[src/rtl/mem_range_writer.sv]
// -----------------------------------------------------------------------------
// mem_range_writer
//
// Purpose:
//   Write-side counterpart of the range address counter. After a start request
//   it accepts n data words over a valid/ready stream and writes them to
//   consecutive memory addresses beginning at start_addr. Address arithmetic
//   wraps modulo 2^ADDR_W. One registered done pulse is produced per completed
//   range, coincident with the final write strobe. A zero-length range goes
//   straight to DONE and produces a done pulse with no writes.
//
// Configuration macro:
//   ABORT_EN - when defined, adds the 'abort' input. abort=1 in WRITE or DONE
//              returns to IDLE on the next edge, suppresses the strobe and done,
//              and drops a beat accepted on that same edge. Ignored in IDLE.
//              When undefined, a range ends only on completion or reset.
//
// Ports:
//   clk         in   1       rising-edge clock
//   reset       in   1       asynchronous, active-high reset
//   start       in   1       begin a range; sampled only in IDLE
//   start_addr  in   ADDR_W  first address; latched on accepted start
//   n           in   CNT_W   number of words; latched on accepted start
//   abort       in   1       (ABORT_EN only) abandon current range
//   in_data     in   DATA_W  stream data
//   in_valid    in   1       stream data valid
//   in_ready    out  1       high in WRITE; decoded from the state register only
//   mem_addr    out  ADDR_W  registered write address
//   mem_wdata   out  DATA_W  registered write data
//   mem_we      out  1       registered write strobe, one cycle per word
//   busy        out  1       state != IDLE
//   done        out  1       registered one-cycle completion pulse
// -----------------------------------------------------------------------------
module mem_range_writer #(
  parameter int ADDR_W = 8,
  parameter int DATA_W = 8,
  parameter int CNT_W  = 8
) (
  input  logic              clk,
  input  logic              reset,
  input  logic              start,
  input  logic [ADDR_W-1:0] start_addr,
  input  logic [CNT_W-1:0]  n,
`ifdef ABORT_EN
  input  logic              abort,
`endif
  input  logic [DATA_W-1:0] in_data,
  input  logic              in_valid,
  output logic              in_ready,
  output logic [ADDR_W-1:0] mem_addr,
  output logic [DATA_W-1:0] mem_wdata,
  output logic              mem_we,
  output logic              busy,
  output logic              done
);

  localparam logic [1:0] ST_IDLE  = 2'd0;
  localparam logic [1:0] ST_WRITE = 2'd1;
  localparam logic [1:0] ST_DONE  = 2'd2;

  // Registered state
  logic [1:0]        state_r;
  logic [ADDR_W-1:0] cur_addr_r;
  logic [CNT_W-1:0]  count_r;
  logic [CNT_W-1:0]  len_r;
  logic [ADDR_W-1:0] mem_addr_r;
  logic [DATA_W-1:0] mem_wdata_r;
  logic              mem_we_r;
  logic              done_r;

  // Next-state values
  logic [1:0]        state_nxt_s;
  logic [ADDR_W-1:0] cur_addr_nxt_s;
  logic [CNT_W-1:0]  count_nxt_s;
  logic [CNT_W-1:0]  len_nxt_s;
  logic [ADDR_W-1:0] mem_addr_nxt_s;
  logic [DATA_W-1:0] mem_wdata_nxt_s;
  logic              mem_we_nxt_s;
  logic              done_nxt_s;

  logic              ready_s;
  logic              beat_s;
  logic              last_beat_s;
  logic              abort_s;

  // Address increment; the natural ADDR_W-bit overflow provides the wrap.
  function automatic logic [ADDR_W-1:0] next_addr(input logic [ADDR_W-1:0] a);
    return a + ADDR_W'(1);
  endfunction

`ifdef ABORT_EN
  assign abort_s = abort;
`else
  assign abort_s = 1'b0;
`endif

  assign ready_s = (state_r == ST_WRITE);
  assign beat_s  = in_valid & ready_s;

  // len_r is never zero while in WRITE, but the guard keeps len-1 from being
  // meaningful for an empty range.
  assign last_beat_s = (len_r != {CNT_W{1'b0}}) && (count_r == (len_r - CNT_W'(1)));

  // Next-state and datapath decisions for every register.
  always_comb begin
    state_nxt_s     = state_r;
    cur_addr_nxt_s  = cur_addr_r;
    count_nxt_s     = count_r;
    len_nxt_s       = len_r;
    mem_addr_nxt_s  = mem_addr_r;
    mem_wdata_nxt_s = mem_wdata_r;
    mem_we_nxt_s    = 1'b0;
    done_nxt_s      = 1'b0;

    case (state_r)
      ST_IDLE: begin
        if (start) begin
          cur_addr_nxt_s = start_addr;
          len_nxt_s      = n;
          count_nxt_s    = {CNT_W{1'b0}};
          if (n == {CNT_W{1'b0}}) begin
            // Empty range: complete immediately, done visible during DONE.
            state_nxt_s = ST_DONE;
            done_nxt_s  = 1'b1;
          end else begin
            state_nxt_s = ST_WRITE;
          end
        end else begin
          state_nxt_s = ST_IDLE;
        end
      end

      ST_WRITE: begin
        if (abort_s) begin
          // Abort wins over a same-edge beat and over last-beat completion.
          state_nxt_s = ST_IDLE;
        end else if (beat_s) begin
          mem_addr_nxt_s  = cur_addr_r;
          mem_wdata_nxt_s = in_data;
          mem_we_nxt_s    = 1'b1;
          cur_addr_nxt_s  = next_addr(cur_addr_r);
          count_nxt_s     = count_r + CNT_W'(1);
          if (last_beat_s) begin
            // done rises on the same edge as the final strobe.
            state_nxt_s = ST_DONE;
            done_nxt_s  = 1'b1;
          end else begin
            state_nxt_s = ST_WRITE;
          end
        end else begin
          state_nxt_s = ST_WRITE;
        end
      end

      ST_DONE: begin
        state_nxt_s = ST_IDLE;
      end

      default: begin
        state_nxt_s = ST_IDLE;
      end
    endcase
  end

  // State and datapath registers with asynchronous reset.
  always_ff @(posedge clk or posedge reset) begin
    if (reset) begin
      state_r     <= ST_IDLE;
      cur_addr_r  <= {ADDR_W{1'b0}};
      count_r     <= {CNT_W{1'b0}};
      len_r       <= {CNT_W{1'b0}};
      mem_addr_r  <= {ADDR_W{1'b0}};
      mem_wdata_r <= {DATA_W{1'b0}};
      mem_we_r    <= 1'b0;
      done_r      <= 1'b0;
    end else begin
      state_r     <= state_nxt_s;
      cur_addr_r  <= cur_addr_nxt_s;
      count_r     <= count_nxt_s;
      len_r       <= len_nxt_s;
      mem_addr_r  <= mem_addr_nxt_s;
      mem_wdata_r <= mem_wdata_nxt_s;
      mem_we_r    <= mem_we_nxt_s;
      done_r      <= done_nxt_s;
    end
  end

  assign in_ready  = ready_s;
  assign busy      = (state_r != ST_IDLE);
  assign mem_addr  = mem_addr_r;
  assign mem_wdata = mem_wdata_r;
  assign mem_we    = mem_we_r;
  assign done      = done_r;

endmodule

[config.mk]
export PLATFORM = sky130hd
export DESIGN_NAME = mem_range_writer
export DESIGN_NICKNAME = d
export VERILOG_FILES = /design/src/rtl/mem_range_writer.sv
export SDC_FILE = /design/constraint.sdc
export NUM_CORES = 1
export LEC_CHECK = 0
export BUFFER_PORTS_ARGS = -buffer_cell sky130_fd_sc_hd__buf_4
export CAP_MARGIN = 25
export CORE_MARGIN = 2
export CORE_UTILIZATION = 26
export CTS_BUF_LIST = sky130_fd_sc_hd__clkbuf_4
export DETAILED_ROUTE_END_ITERATION = 10
export PLACE_DENSITY_LB_ADDON = 0.2
export SLEW_MARGIN = 40
export SYNTH_ARGS = -nofsm -noshare
export SYNTH_HDL_FRONTEND = slang
export SYNTH_SLANG_ARGS = --single-unit
[constraint.sdc]
create_clock -name clk -period 1.8 [get_ports clk]
set_input_delay 0.27 -clock clk [delete_from_list [all_inputs] [get_ports clk]]
set_output_delay 0.27 -clock clk [all_outputs]
set_load 0.05 [all_outputs]
==> metrics.md <==
| Metric | Value |
|---|---|
| Status | finished clean |
| Post-Synth Adder-Cell Area | 2.28% |
| Detail-routed via count per cell | 4.60 |
| Synth Area in Compound Gates | 10.4% |
| WL per Instance | 13.3 um |
| PortBufs | 47 |
| DR pass1 iterations | 4 |
| Slew @ Worst Pin | 0.515 ns |
| Sequential area share after synthesis | 49.1% |
| CTS Buffer Depth | 2 |
| GR Overflow Total | 0 |
| Synth top area cells | dfrtp_1 (49%), mux2_2 (7.7%), nand2_1 (6.7%), o21ai_0 (3.4%), xor2_1 (3.2%) |
| Clk_skew | 0.0173 ns |
| Clk_lat worst skew | 0.36 ns |
| Hold Crit Class | input port to register |
| All-Layer GR Usage | 11.9% |
| Post-synth top area cell | dfrtp_1 |
| Total CTS buffers | 5 |
| First-pass GRT wire length | 8380 um |
| #FFs+latches synth | 43 |
| VDD IR-drop max | 706 uV |
| Final GP Congestion | 0.772 |
| DP Wirelength | 3720 um |
| Post-DP Area | 2760 um^2 |
| Slowest stage delay, CP | 0.56 ns |
| Final setup fails | 0 |
| Initial cell density of the core | 26.7% |
| Final Hold Vio Count | 0 |
| Worst-path cell chain | or4_4 > xnor2_1 > o32ai_2 > o2111ai_2 > a22o_1 |
| Antenna Nets Post-Route | 0 |
| Mapped Cells | 218 |
| Slack of the critical path | 0.0176 ns |
| Final Critical Period | 1.78 ns |
| Asr flop ratio synth | 100% |
| Via count | 1770 |
| Layout cells sized above 1 | 36.1% |
| Worst-path fanout max | 3 |
| Ys flop type | dfrtp_1 |
| Synth unique cells | 40 |
| EDFF count, synth | 0 |
| CTS tree | built |
| Worst endpoint required time | 2.07 ns |
| Clk slew on worst S/H paths | 0.15 ns |
| Area Overhead vs Synth | 30.7% |
| WP data arrival | 2.05 ns |
| CP startpoint kind | register |
| Number of global-route vias before repair | 1700 |
| # clock sinks | 43 |
| Most common cell in the netlist | dfrtp_1 |
| TNS Setup | 0 ns |
| Residual DRC | 0 |
| Initial antenna violation count | 0 |
| Post-Syn Area | 2190 um^2 |
| First DRT Iteration DRCs | 61 |
| Synth top cells by count | dfrtp_1 (43), nand2_1 (39), mux2_2 (15), o21ai_0 (15) |
| Rel. slew slack | 65.6% |
| Row count | 33 |
| Max-slew violation count | 0 |
| Syn nets | 250 |
| Place WS | -0.0613 ns |
| Core Region | 8220 um^2 |
| Die area | 9190 um^2 |
| Clk root buf | clkbuf_4 |
| Final Cycle Share | 99.0% |
| Antenna diodes | 0 |
| Leakage | 1.32 nW |
| # Max-Cap Violations | 0 |
| Fin nets | 311 |
| Final WL | 5110 um |
| H-tree levels | 2 |
| Fmax | 561 MHz |
| Simple-gate portion of the synthesized area | 19.6% |
| Post-synthesis mux area share | 9.53% |
| Die Y | 95.8 um |
| Synth warnings | 0 |
| Crit path max-delay cell type | or4_4 |
| Element type at the critical path end | register |
| RSZ-0062 raised after global routing | true |
| Syn Area/Cell | 10.1 um^2 |
| Io pins | 48 |
| Final Cell Area | 2870 um^2 |
| Largest net degree at the start of global routing | 44 |
| Core Util, Final | 34.9% |
| Chip width | 95.8 um |
| Post-Synth XOR/XNOR Area | 5.99% |
| Pwr dens | 1650 nW/um^2 |
| Largest family of logic cells by synthesized area | simple AND/OR/NAND/NOR gates |
| Synth top area share | 49.1% |
| Crit Path Class | register to register |
| Total power | 4.74 mW |
## report_power, final
group          internal (mW)  switching (mW)  total, mW
logic                   1.03            1.47       2.49
registers               1.35           0.381       1.73
clock network          0.157           0.362      0.519
total                   2.54            2.21       4.74
## layer usage
metal / up-vias / global-route usage (%) / wire length, um / share of wire [%]
met5: - / 0 / 0 / 0
met4: 0 / 2.86 / 21 / 0.41
met3: 2 / 2.58 / 224 / 4.4
met2: 40 / 19.5 / 2390 / 47
met1: 844 / 15.9 / 2470 / 48
li1: 884 / - / - / -
## path summary, 6_finish.rpt
path	startpoint	endpoint	slack, ns	depth (start not counted)
max	len_r[0]$_DFFE_PP0P_	state_r[0]$_DFF_PP0_	0.02	5
min	in_data[7]	mem_wdata[7]$_DFFE_PP0P_	0.13	2
max reg2reg	len_r[0]$_DFFE_PP0P_	state_r[0]$_DFF_PP0_	0.02	5
min reg2reg	mem_addr[1]$_DFFE_PP0P_	mem_addr[1]$_DFFE_PP0P_	0.50	2
max in group asynchronous	reset	len_r[6]$_DFFE_PP0P_	1.10	4
min in group asynchronous	reset	mem_wdata[3]$_DFFE_PP0P_	0.47	4
## cells by family (layout without fill, tap and decap cells)
logic type | count (synthesis) | after routing
xor gates and xnor gates | 15 | 15
and+or+nand+nor | 84 | 84
DFF | 43 | 43
AOI/OAI and AO/OA | 38 | 38
adders and majority gates | 4 | 4
muxes | 19 | 19
buffers and inverters | 15 | 77
## state kept, by name, summed over array words and instances, names as in the netlist
| register | cells |
|---|---|
| len_r | 8 |
| cur_addr_r | 8 |
| state_r | 1 |
| mem_wdata | 8 |
| count_r | 8 |
| mem_we | 1 |
| mem_addr | 8 |
| done | 1 |
## timing repair
item / in CTS / in global routing
pin swaps: 0 / 2
resized for setup: 2 / 4
hold endpoints to repair: 43 / 0
hold buffers: 1 / 0
cloned: 0 / 0
setup endpoints to repair: 1 / 3
buffers inserted: 1 / 0
## layout make-up
class / count / area (um^2)
fill: 858 / 5350
clock inverter: 3 / 23.8
multi-input combinational: 160 / 1080
clock buffer: 5 / 37.5
inverter: 6 / 22.5
sequential: 43 / 1080
tap: 105 / 131
timing repair buffer: 63 / 492
## cells in the final DEF (no fill, tap or decap), types with 3 or more instances in the layout
cell      synthesis  final
mux2_2           15     15
nor2_1           10      9
nand3_1          11     11
nand2b_1          3      3
clkbuf_4          0      5
buf_4             1     60
mux2i_1           4      4
ha_1              4      3
dfrtp_1          43     43
xor2_1            8      8
nand2_1          39     39
xnor2_1           7      6
inv_1             5      4
nand4_1           3      3
a21oi_1          11     11
o21ai_0          15     15
## stage by stage
| step | instances | hold slack (ns) |
|---|---|---|
| after floorplan | 218 | 0.387 |
| after global routing | 385 | 0.106 |
| after CTS | 385 | 0.103 |
| final | 385 | 0.128 |
| after detailed placement | 375 | 0.341 |
| after global placement | 375 | 0.340 |
## worst max-delay path, delay by kind of cell, from the launching register on
family	cells	cell delay, ns
and+or+nand+nor	1	0.56
DFF	1	0.42
AOI/OAI and AO/OA	3	0.58
xor gates and xnor gates	1	0.15
No activity file was read; power rests on OpenSTA's default activity.
